[config.mk]
export PLATFORM = sky130hd
export DESIGN_NAME = pyhdl_if_via_event_mux
export DESIGN_NICKNAME = d
export VERILOG_FILES = /design/src/rtl/pyhdl_if_via_event_mux.sv
export SDC_FILE = /design/constraint.sdc
export NUM_CORES = 1
export LEC_CHECK = 0
export CORE_MARGIN = 10
export CORE_UTILIZATION = 57
export CTS_CLUSTER_DIAMETER = 80
export DETAILED_ROUTE_END_ITERATION = 16
export GPL_TIMING_DRIVEN = 0
export PLACE_DENSITY = 0.84
export SETUP_SLACK_MARGIN = 0.02
export SLEW_MARGIN = 10
export SYNTH_ARGS = -nofsm -noshare
export SYNTH_HDL_FRONTEND = slang
export SYNTH_SLANG_ARGS = --single-unit
[constraint.sdc]
create_clock -name clk -period 4.25 [get_ports clk]
set_input_delay 1.275 -clock clk [delete_from_list [all_inputs] [get_ports clk]]
set_output_delay 1.275 -clock clk [all_outputs]
set_load 0.05 [all_outputs]
[src/rtl/pyhdl_if_via_event_mux.sv]
// N-channel event concentrator: per-channel FIFOs, round-robin arbitration and
// a registered output stage with enable masking, flush and a saturating counter.
module pyhdl_if_via_event_mux #(
   parameter int N_CHANNELS = 4,
   parameter int DATA_W     = 32,
   parameter int FIFO_DEPTH = 4,
   parameter int CNT_W      = 16,
   localparam int CH_W      = (N_CHANNELS > 1) ? $clog2(N_CHANNELS) : 1,
   localparam int LVL_W     = $clog2(FIFO_DEPTH) + 1
) (
   input  logic                         clk,
   input  logic                         reset_n,
   input  logic [N_CHANNELS-1:0]        ch_valid,
   output logic [N_CHANNELS-1:0]        ch_ready,
   input  logic [N_CHANNELS*DATA_W-1:0] ch_data,
   input  logic [N_CHANNELS-1:0]        ch_enable,
   input  logic                         flush,
   output logic                         out_valid,
   input  logic                         out_ready,
   output logic [DATA_W-1:0]            out_data,
   output logic [CH_W-1:0]              out_chan,
   output logic [CNT_W-1:0]             out_count,
   output logic [N_CHANNELS*LVL_W-1:0]  ch_level
);

   localparam int AW = (FIFO_DEPTH > 1) ? $clog2(FIFO_DEPTH) : 1;

   logic [DATA_W-1:0]                  mem [N_CHANNELS][FIFO_DEPTH];
   logic [N_CHANNELS-1:0][AW-1:0]      rd_ptr;
   logic [N_CHANNELS-1:0][AW-1:0]      wr_ptr;
   logic [N_CHANNELS-1:0][LVL_W-1:0]   level;
   logic [N_CHANNELS-1:0]              full;
   logic [N_CHANNELS-1:0]              eligible;
   logic [N_CHANNELS-1:0]              push;
   logic [N_CHANNELS-1:0]              pop;
   logic [CH_W-1:0]                    rr_ptr;
   logic [CH_W-1:0]                    scan_idx;
   logic [CH_W-1:0]                    grant_idx;
   logic                               grant_hit;
   logic                               load;
   logic [DATA_W-1:0]                  grant_data;

   // Per-channel status: full/eligible flags, ingress accept and push strobes.
   always_comb begin
      full     = '0;
      eligible = '0;
      ch_ready = '0;
      push     = '0;
      for (int k = 0; k < N_CHANNELS; k++) begin
         full[k]     = (level[k] == LVL_W'(FIFO_DEPTH));
         eligible[k] = (level[k] != '0) && ch_enable[k];
         if (reset_n) begin
            ch_ready[k] = ch_enable[k] && !full[k] && !flush;
         end else begin
            ch_ready[k] = 1'b0;
         end
         push[k] = ch_valid[k] && ch_ready[k];
      end
   end

   // Round-robin search: first eligible channel at or above the pointer, wrapping.
   always_comb begin
      grant_hit = 1'b0;
      grant_idx = '0;
      scan_idx  = '0;
      for (int i = 0; i < N_CHANNELS; i++) begin
         scan_idx = CH_W'((int'(rr_ptr) + i) % N_CHANNELS);
         if (!grant_hit && eligible[scan_idx]) begin
            grant_hit = 1'b1;
            grant_idx = scan_idx;
         end else begin
            grant_hit = grant_hit;
         end
      end
   end

   // Output-stage load decision and the matching one-hot FIFO pop.
   always_comb begin
      load       = !flush && (!out_valid || out_ready) && grant_hit;
      grant_data = mem[grant_idx][rd_ptr[grant_idx]];
      pop        = '0;
      for (int k = 0; k < N_CHANNELS; k++) begin
         if (load && (grant_idx == CH_W'(k))) begin
            pop[k] = 1'b1;
         end else begin
            pop[k] = 1'b0;
         end
      end
   end

   // FIFO payload storage; push already excludes flush and full.
   always_ff @(posedge clk) begin
      for (int k = 0; k < N_CHANNELS; k++) begin
         if (push[k]) begin
            mem[k][wr_ptr[k]] <= ch_data[k*DATA_W +: DATA_W];
         end
      end
   end

   // FIFO pointers and occupancy; flush drops everything buffered.
   always_ff @(posedge clk or negedge reset_n) begin
      if (!reset_n) begin
         rd_ptr <= '0;
         wr_ptr <= '0;
         level  <= '0;
      end else begin
         for (int k = 0; k < N_CHANNELS; k++) begin
            if (flush) begin
               rd_ptr[k] <= '0;
               wr_ptr[k] <= '0;
               level[k]  <= '0;
            end else begin
               if (push[k]) begin
                  wr_ptr[k] <= wr_ptr[k] + AW'(1);
               end
               if (pop[k]) begin
                  rd_ptr[k] <= rd_ptr[k] + AW'(1);
               end
               case ({push[k], pop[k]})
                  2'b10:   level[k] <= level[k] + LVL_W'(1);
                  2'b01:   level[k] <= level[k] - LVL_W'(1);
                  default: level[k] <= level[k];
               endcase
            end
         end
      end
   end

   // Registered output stage and arbitration pointer.
   always_ff @(posedge clk or negedge reset_n) begin
      if (!reset_n) begin
         out_valid <= 1'b0;
         out_data  <= '0;
         out_chan  <= '0;
         rr_ptr    <= '0;
      end else if (flush) begin
         out_valid <= 1'b0;
      end else if (load) begin
         out_valid <= 1'b1;
         out_data  <= grant_data;
         out_chan  <= grant_idx;
         if (grant_idx == CH_W'(N_CHANNELS - 1)) begin
            rr_ptr <= '0;
         end else begin
            rr_ptr <= grant_idx + CH_W'(1);
         end
      end else if (out_ready) begin
         out_valid <= 1'b0;
      end
   end

   // Delivered-event counter: counts every completed handshake, saturates.
   always_ff @(posedge clk or negedge reset_n) begin
      if (!reset_n) begin
         out_count <= '0;
      end else if (out_valid && out_ready && (out_count != {CNT_W{1'b1}})) begin
         out_count <= out_count + CNT_W'(1);
      end
   end

   // Flatten occupancy onto the level port.
   always_comb begin
      ch_level = '0;
      for (int k = 0; k < N_CHANNELS; k++) begin
         ch_level[k*LVL_W +: LVL_W] = level[k];
      end
   end

endmodule

# [Yosys cells after proc, flatten, opt, wreduce, memory -nomap -nowiden]
# Memory sizes are Yosys's and may differ from the RTL's.
# Cells that the tools add are included.
[totals] register_bits=81 mem_bits_rw=512 inputBits=140 out_inout_bits=67 word_cells=208 memories=1
[op_classes] addsub=21 magnitude_cmp=14 n_eq_ne=16 mux=73 bitwise_logic=6 reduce_logical=60
[mem_list] name="mem" words=4 word_bits=128 read_ports=1 rd_clocked_by_memory_dff=0 write_ports=4 line_no="28" rtl="logic [DATA_W-1:0] mem [N_CHANNELS][FIFO_DEPTH];"
[ops] op="128-bit 2-to-1 mux" n=4
[ops] op="32-bit demux with 2-bit select" n=4
[ops] op="32-bit 2-to-1 mux" n=6
[ops] op="32-bit binary-select mux with 2-bit select" n=1
[ops] op="2-bit 2-to-1 mux" n=22
[ops] op="1-bit logical AND" n=31
[ops] op="3-bit nonzero test" n=9
[ops] op="3-bit case mux with 2 select lines" n=4
[ops] op="1-bit 2-to-1 mux" n=23
[ops] op="2-bit by 1-bit adder with 2-bit output, second input constant" n=10
[ops] op="16-bit by 1-bit adder with 16-bit output, second input constant" n=1
[ops] op="16-bit inequality test, second input constant" n=1
[ops] op="2-bit nonzero test" n=8
[ops] op="3-bit greater-or-equal comparator, second input constant" n=5
[ops] op="2-bit by 3-bit less-than comparator with 1-bit output, second input constant" n=5
[ops] op="2-bit inverter with 3-bit output" n=5
[ops] op="3-bit by 1-bit adder with 3-bit output, second input constant" n=4
[ops] op="2-bit == test, second input constant" n=6
[ops] op="3-bit == test, second input constant" n=4
[ops] op="3-bit by 1-bit less-than comparator with 1-bit output, second input constant" n=4
[ops] op="3-bit 2-to-1 mux" n=4
[ops] op="3-bit by 1-bit subtractor with 3-bit output, second input constant" n=4
[ops] op="2-bit by 1-bit == test with 1-bit output, second input constant" n=5
[ops] op="1-bit logical NOT" n=9
[ops] op="7 further kinds" n=11

# [Depth between registers and ports, before layout]
# Gate-level depths: netlist of run 1.
[depth] ltp_word=20 mapped_depth=15 depth_no_buf=12

# [Worst setup path before layout of run 1]
# No wires, ideal clock.
[synth_timing] path_kind="input to register" start="in flush" end="reg level, in the netlist ch_level[8]" setup_ps=138 arrival_ps=3946 required_ps=4112 slack_ps=165 path_stages=9 path_buffers=2 cell_sequence="clkbuf_1 nor2b_1 nand2_1 a21oi_1 and2_1 clkbuf_1 nor3_2 fa_1 mux4_2"
[synth_between] elab_cells_between_ends=13 cone_classes="eq/ne: 2; mux: 4; reduce/logical: 7"
[synth_rtl] element="start, declared" line_no="17" rtl="input logic flush,"
[synth_rtl] element="1-bit logical NOT (*)" line_no="53" rtl="ch_ready[k] = ch_enable[k] && !full[k] && !flush;"
[synth_rtl] element="1-bit logical AND (*)" line_no="53"
[synth_rtl] element="1-bit 2-to-1 mux (*)" line_no="52" rtl="if (reset_n) begin"
[synth_rtl] element="net ch_ready[2]" line_no="14" rtl="output logic [N_CHANNELS-1:0] ch_ready,"
[synth_rtl] element="1-bit logical AND (*)" line_no="57" rtl="push[k] = ch_valid[k] && ch_ready[k];"
[synth_rtl] element="2-bit by 1-bit == test with 1-bit output / 2-bit == test (equally long branches)" line_no="119" rtl="case ({push[k], pop[k]})"
[synth_rtl] element="3-bit case mux with 2 select lines" line_no="119"
[synth_rtl] element="3-bit 2-to-1 mux" line_no="108" rtl="if (flush) begin"
[synth_rtl] element="end signal, assigned by index" line_no="120" rtl="2'b10: level[k] <= level[k] + LVL_W'(1);"
[synth_rtl] element="end signal, assigned by index" line_no="121" rtl="2'b01: level[k] <= level[k] - LVL_W'(1);"
[synth_rtl] element="end signal, assigned by index" line_no="122" rtl="default: level[k] <= level[k];"
[synth_rtl] element="end, declared" line_no="31" rtl="logic [N_CHANNELS-1:0][LVL_W-1:0] level;"
# Mark *: on every way through the listed nets, which the timed path passes. The rest lies on a longest branch.
# A chain may end at the register's enable or synchronous reset.

# [Final worst setup path of run 1]
[layout_timing] start="in reset_n" end="out ch_ready[0]"
[layout_between] elab_chain_cells=1
[layout_lines] element="start, declared" line_no="12" rtl="input logic reset_n,"
[layout_lines] element="1-bit 2-to-1 mux" line_no="52"
[layout_lines] element="end, declared" line_no="14"
# Every way passes these cells.

==> flow_metrics.py, run 1 <==
metrics = {
    "run_status": {
        "outcome": "finished clean",
    },
    "pwr": {
        "vdd_drop_max_mv": 0.360,
        "leakage_uw": 0.0116,
        "power.density_nw_per_um2": 487,
    },
    "synth": {
        "synth_edf_count": 512,
        "ys_seq_area_frac": 0.707,
        "synth_ff_type": "edfxtp_1",
        "syn_nets": 1578,
        "synth_top_family_by_area": "multiplexers",
        "yosys_warnings": 0,
        "ys_ff_latch": 593,
        "synth-simple-area-share": 0.0316,
        "yosysTopAreaCellShare": 0.624,
        "synth_cell_types": 51,
        "syn_avg_cell_area_um2": 17.4,
        "yosys-top-cells-area": "edfxtp_1, mux2i_1, dfrtp_1",
        "synthXorXnorAreaFrac": 0.0121,
        "synthMuxAreaShare": 0.191,
        "yosysTopAreaCell": "edfxtp_1",
        "synth_fa_ha_area_frac": 0.0124,
        "synth_async_sr_flop_share": 0.137,
        "netlist_area_um2": 24600,
        "synth_cells": 1416,
        "synth_compound_area_frac": 0.0265,
    },
    "die": {
        "placeableCoreArea_um2": 42900,
        "die_area_um2": 51900,
        "start_util": 0.574,
        "die_x_um": 228,
        "num_io_pins": 207,
        "rows": 76,
        "die_h_um": 228,
    },
    "routing": {
        "ant_nets": 0,
        "vias_per_cell": 6.12,
        "post_drt_wl_per_cell_um": 29.0,
        "wl_mm": 67.5,
        "initialDrtViolationCount": 1749,
        "drc": 0,
        "vias": 14300,
        "first_pass_iters": 5,
    },
    "layout": {
        "finalNonFillerCells": 2329,
        "fill_cells": 2702,
        "area_delta_synth_final_pct": 20.8,
        "num-nets-final": 1859,
        "final_util": 0.693,
        "drive_gt1_frac": 0.130,
    },
    "global_routing": {
        "gr-usage-all-layers": 0.252,
        "antenna_found_initial": 13,
        "first_global_vias": 14900,
        "grt_pass1_wl_mm": 96.9,
        "grt_max_degree": 52,
        "grt_overflow": 0,
    },
    "setup_path": {
        "rrSetupSlack_ps": 700,
        "worstPathMaxFanout": 32,
        "r2r_start": "ch_level[3]",
        "critPathRequiredTime_ps": 2970,
        "arrival_ps": 2830,
        "path_class": "primary input to output port",
        "endpoint_kind": "output port",
        "start_kind": "primary input",
        "r2r-end": "ch_level[10]",
        "worstRegToRegCells": 14,
    },
    "cts": {
        "clk_latency_ps": 620,
        "root_buffer": "clkbuf_16",
        "postCtsHoldBufs": 0,
        "cts_tree": "yes",
        "cts.sinks": 593,
        "path_clk_slew_ps": 60,
        "htreeDepth": 2,
        "numCtsBuffers": 57,
        "post_cts_buffers": 0,
        "cts_buffer_depth": 3,
    },
    "placement": {
        "dp_hpwl_mm": 43.1,
        "gp_congestion": 0.841,
        "placed_cells": 2223,
        "portBuffers": 205,
    },
    "sta": {
        "rsz0062_at_grt": "no",
        "finClkSkew_ps": 17.4,
        "hold_violations": 0,
        "setup_viol": 0,
        "relSlewSlack": 0.467,
        "report.final.slew_viol_count": 0,
        "worst_slew_pin_slew_ps": 800,
        "min_period_ps": 4100,
        "fin_crit_sh": 0.966,
        "max_freq_mhz": 244,
        "hold-worst-slack_ps": 503,
    },
    "job": {
        "drv_cap": 0,
    },
    "worst_hold_path": {
        "hp-start": "out_count[15]",
        "whs_path_depth": 1,
        "worst_hold_path_type": "flop to flop",
        "hold-path-endpoint": "out_count[15]",
    },
}
## registers in the layout, indices dropped and copies added (netlist names)
signal / count
mem: 512
out_data: 32
out_count: 16
ch_level: 12
rd_ptr: 8
wr_ptr: 8
out_chan: 2
rr_ptr: 2
out_valid: 1
## cell usage after synthesis (2+ instances only)
master and instances:
dfrtp_1 81, nand2_1 59, clkbuf_4 9, buf_6 10, fa_1 4, xnor2_1 25, nand3_1 8, nor3_2 2
nor2b_1 6, o221ai_2 30, buf_4 8, o221ai_1 2, buf_2 31, o311a_1 2, edfxtp_1 512, nand2b_1 2
xor2_1 9, and2_1 6, clkbuf_1 11, nor3_1 6, o31a_1 4, o22ai_1 2, or3_1 2, nand4_1 3
mux4_2 3, or2_1 2, o21ai_0 3, mux2i_1 461, inv_1 10, a21oi_1 7, nor2_1 42, and3_1 18
ha_1 18
## timing repair
action	CTS	global route
resized for setup	15	2
endpoints found under the hold margin	0	0
setup endpoints to repair	4	2
## layout by cell type, fill, tap and decap left out, types with 4 or more instances in the layout
master,instances
buf_6,11
nor3_1,6
nor2_1,42
and3_2,16
clkinv_2,12
a21oi_2,5
ha_1,18
clkbuf_4,9
clkbuf_1,21
fa_1,4
o31a_1,4
o221ai_2,30
buf_16,8
nor2b_1,6
clkdlybuf4s50_1,200
clkdlybuf4s15_2,4
clkbuf_16,57
buf_4,8
bufinv_16,9
xor2_1,9
xnor2_1,25
and2_1,6
buf_2,31
mux2i_1,461
nand2_1,59
nand3_1,8
dfrtp_1,81
edfxtp_1,512
clkinv_1,10
buf_12,9
inv_1,10
## per-layer routing
layer / global-route usage / vias to the layer above / part of all wire
met5: 0 / - / 0.0020
met2: 0.419 / 909 / 0.49
met1: 0.313 / 7127 / 0.37
met4: 0.0826 / 22 / 0.029
li1: - / 6025 / -
met3: 0.0712 / 171 / 0.11
## where the power goes
group / leakage, uW / total, uW / switching, uW / internal (uW)
registers: 0.00569 / 6750 / 208 / 6550
clock network: 0.000922 / 5150 / 2150 / 3000
logic: 0.00497 / 2570 / 1610 / 956
## per-stage QoR
step	power [uW]	setup TNS, ps	worst slack, ps	cell area, um^2
after global routing	14800	0	47.3	29700
final	14500	0	145	29700
after global placement	9330	-2206420	-4030	27400
after detailed placement	9400	-5370	-616	27800
after CTS	14500	0	33.2	29700
after floorplan	8400	0	165	24600
## final cells by class
type	count	area [um^2]	share of cell area
multi-input cells	741	6770	0.228
diodes	2	5.00	0.000168
repair buffers	222	2460	0.0827
plain buffers	70	440	0.0148
flip-flops and latches	593	17400	0.585
well taps	585	732	0.0246
inverters	12	50.0	0.00168
clock inverters	37	418	0.0141
clock buffers	67	1460	0.0492
## logic make-up (layout without fill, tap and decap cells)
logic type | Yosys count | in the layout
XOR/XNOR | 34 | 34
buffers and inverters | 82 | 408
other | 0 | 2
AND/OR/NAND/NOR | 163 | 163
flip-flops | 593 | 593
AO/OA/AOI/OAI | 57 | 57
multiplexers | 465 | 465
adder cells (fa/ha/maj) | 22 | 22
## worst max path at each step
stage	start	end	depth (start not counted)
2_1_floorplan	flush	ch_level[8]	9
3_3_place_gp	reset_n	mem[0][13]	5
3_5_place_dp	reset_n	ch_ready[0]	5
4_1_cts	reset_n	ch_ready[3]	5
5_1_grt	reset_n	ch_ready[0]	5
6_report	reset_n	ch_ready[0]	5
## critical path, cell delays in order
cell and delay [ps]:
buf_6 320, nor2b_1 370, nand2_1 110, a21oi_2 300
clkdlybuf4s15_2 430
(Power assumes the default switching activity.)
==> run 2, diff against run 1 <==
- ABC_AREA: default -> 1
- PLACE_DENSITY: 0.84 -> 0.83
==> flow_metrics.py, run 2 <==
metrics = {
    "routing": {
        "first_pass_iters": 6,
        "drc": 0,
        "vias_per_cell": 6.33,
        "wl_mm": 82.8,
        "post_drt_wl_per_cell_um": 25.6,
        "initialDrtViolationCount": 3498,
        "ant_nets": 0,
        "vias": 20400,
    },
    "die": {
        "rows": 77,
        "num_io_pins": 207,
        "start_util": 0.574,
        "die_x_um": 230,
        "placeableCoreArea_um2": 43900,
        "die_area_um2": 53000,
        "die_h_um": 230,
    },
    "synth": {
        "syn_nets": 2465,
        "ys_ff_latch": 593,
        "netlist_area_um2": 25200,
        "yosysTopAreaCellShare": 0.610,
        "synth_cells": 2303,
        "synth_cell_types": 30,
        "yosysTopAreaCell": "edfxtp_1",
        "syn_avg_cell_area_um2": 10.9,
        "synth_ff_type": "edfxtp_1",
        "ys_seq_area_frac": 0.690,
        "synth_edf_count": 512,
        "synth_async_sr_flop_share": 0.137,
        "yosys-top-cells-area": "edfxtp_1, nand3_1, nand2_1",
        "synth_most_common_cell": "nand2_1",
        "yosys_warnings": 0,
        "synthTopCellsByCount": "nand2_1, nand3_1, edfxtp_1, dfrtp_1, buf_2",
    },
    "sta": {
        "worst_slew_pin_slew_ps": 951,
        "report.final.slew_viol_count": 0,
        "rsz0062_at_grt": "no",
        "finClkSkew_ps": 18.3,
        "max_freq_mhz": 242,
        "relSlewSlack": 0.366,
        "setup_viol": 0,
        "hold_violations": 0,
        "fin_crit_sh": 0.971,
        "min_period_ps": 4130,
    },
    "placement": {
        "portBuffers": 206,
        "gp_congestion": 0.967,
        "dp_hpwl_mm": 56.9,
        "postPlaceCellArea_um2": 28600,
        "placed_cells": 3118,
    },
    "layout": {
        "area_delta_synth_final_pct": 21.1,
        "final_common_cell": "nand2_1",
        "final_area_um2": 30500,
        "final_cell_mix": "nand2_1, nand3_1, edfxtp_1",
        "num-nets-final": 2748,
        "largest_reg_flops": 512,
        "finalNonFillerCells": 3230,
        "drive_gt1_frac": 0.0896,
    },
    "setup_path": {
        "r2r_start": "rr_ptr[0]",
        "worstPathMaxFanout": 10,
        "slowest_stage": "clkdlybuf4s50_1",
        "critPathBufInv": 4,
        "rrSetupSlack_ps": 580,
        "worstRegToRegCells": 16,
        "endpoint_kind": "output port",
        "arrival_ps": 2850,
        "path_cells": "clkdlybuf4s50_1, inv_1, buf_2, nand3_1, a21oi_1, clkbuf_4",
        "critPathRequiredTime_ps": 2970,
        "r2r-end": "out_data[25]",
        "path_class": "primary input to output port",
        "critical-path-max-stage-delay_ps": 580,
        "critPathTopFamily": "buffers and inverters",
        "start_kind": "primary input",
    },
    "cts": {
        "postCtsHoldBufs": 0,
        "clk_latency_ps": 620,
        "cts_buffer_depth": 3,
        "post_cts_buffers": 0,
        "htreeDepth": 2,
        "cts.sinks": 593,
        "cts_tree": "yes",
        "path_clk_slew_ps": 60,
        "numCtsBuffers": 59,
        "root_buffer": "clkbuf_16",
    },
    "global_routing": {
        "grt_overflow": 0,
        "gr-usage-all-layers": 0.304,
        "antenna_found_initial": 4,
        "first_global_vias": 20200,
        "grt_pass1_wl_mm": 122,
        "grt_max_degree": 53,
    },
    "job": {
        "drv_cap": 0,
    },
    "worst_hold_path": {
        "hold-path-endpoint": "out_data[0]",
        "worst_hold_path_type": "flop to flop",
        "hp-start": "out_data[0]",
        "whs_path_depth": 2,
    },
    "run_status": {
        "outcome": "finished clean",
    },
}
## run 2: changes by cell type after synthesis, moves of 9 or more
cell / delta
mux2i_1: -461
clkbuf_1: +19
nand2_1: +667
buf_2: +48
buf_6: -10
nand3_1: +618
inv_1: +55
o21ai_0: +13
a21oi_1: +11
and3_1: -18
xnor2_1: -20
o221ai_2: -30
clkbuf_4: -9
buf_1: +14
## run 2: worst register-to-register path: stages, from the launching register on
cell     delay (ps)
dfrtp_1         460
xnor2_1         400
inv_2            80
nand3_1         110
nand2_2         100
nand3_1          90
nand3_1         430
nand2_2         430
nand2_1         120
nand3_1          90
nand2_1         280
inv_2           250
buf_2           310
nand3_1         120
nand2_1         170
nand2_1          90
nand2_1          80
## run 2: what timing repair did
action	in CTS	in global routing
resized for setup	17	7
endpoints found under the hold margin	0	0
setup endpoints to repair	4	6
## run 2: logic make-up after synthesis
family                   Yosys count  share of synthesized area
AO/OA/AOI/OAI                     40                    0.00849
XOR/XNOR                          19                    0.00660
adder cells (fa/ha/maj)           22                     0.0121
buffers and inverters            210                     0.0376
flip-flops                       593                      0.690
AND/OR/NAND/NOR                 1419                      0.245
## run 2: worst max path at each step
| stage | from | end | depth (start not counted) |
|---|---|---|---|
| 5_1_grt | flush | ch_ready[2] | 6 |
| 3_3_place_gp | reset_n | mem[3][51] | 5 |
| 3_5_place_dp | flush | ch_ready[0] | 6 |
| 4_1_cts | flush | ch_ready[0] | 6 |
| 6_report | flush | ch_ready[0] | 6 |
| 2_1_floorplan | flush | mem[0][0] | 6 |
## run 2: final cells by class
class | instances | area [um^2]
Timing Repair Buffer | 223 | 2490
Antenna cell | 4 | 10.0
Multi-Input combinational cell | 1500 | 7000
Clock inverter | 30 | 307
Sequential cell | 593 | 17400
Tap cell | 592 | 741
Fill cell | 2998 | 13400
Buffer | 139 | 683
Clock buffer | 79 | 1640
Inverter | 70 | 263
## run 2: routing by layer
metal | track usage | vias to the layer above | part of all wire
met4 | 0.163 | 0 | 0.059
met1 | 0.381 | 9628 | 0.34
met3 | 0.0810 | 365 | 0.15
met5 | 0 | - | 0
met2 | 0.479 | 1851 | 0.46
li1 | - | 8590 | -
## run 2: through the flow
| stage | hold slack (ps) | worst slack [ps] | util | TNS (ps) |
|---|---|---|---|---|
| global placement | 450 | -4590 | 0.638 | -2350190 |
| global route | 499 | 20.7 | 0.695 | 0 |
| floorplan | 434 | -425 | - | -163080 |
| finish | 482 | 124 | 0.695 | 0 |
| CTS | 473 | 91.5 | 0.694 | 0 |
| detailed placement | 462 | -627 | 0.650 | -14920 |
Power of run 2 is left out: the tool's default activity adds up to more than one toggle a clock period on the data nets, which glitch-free logic cannot reach.
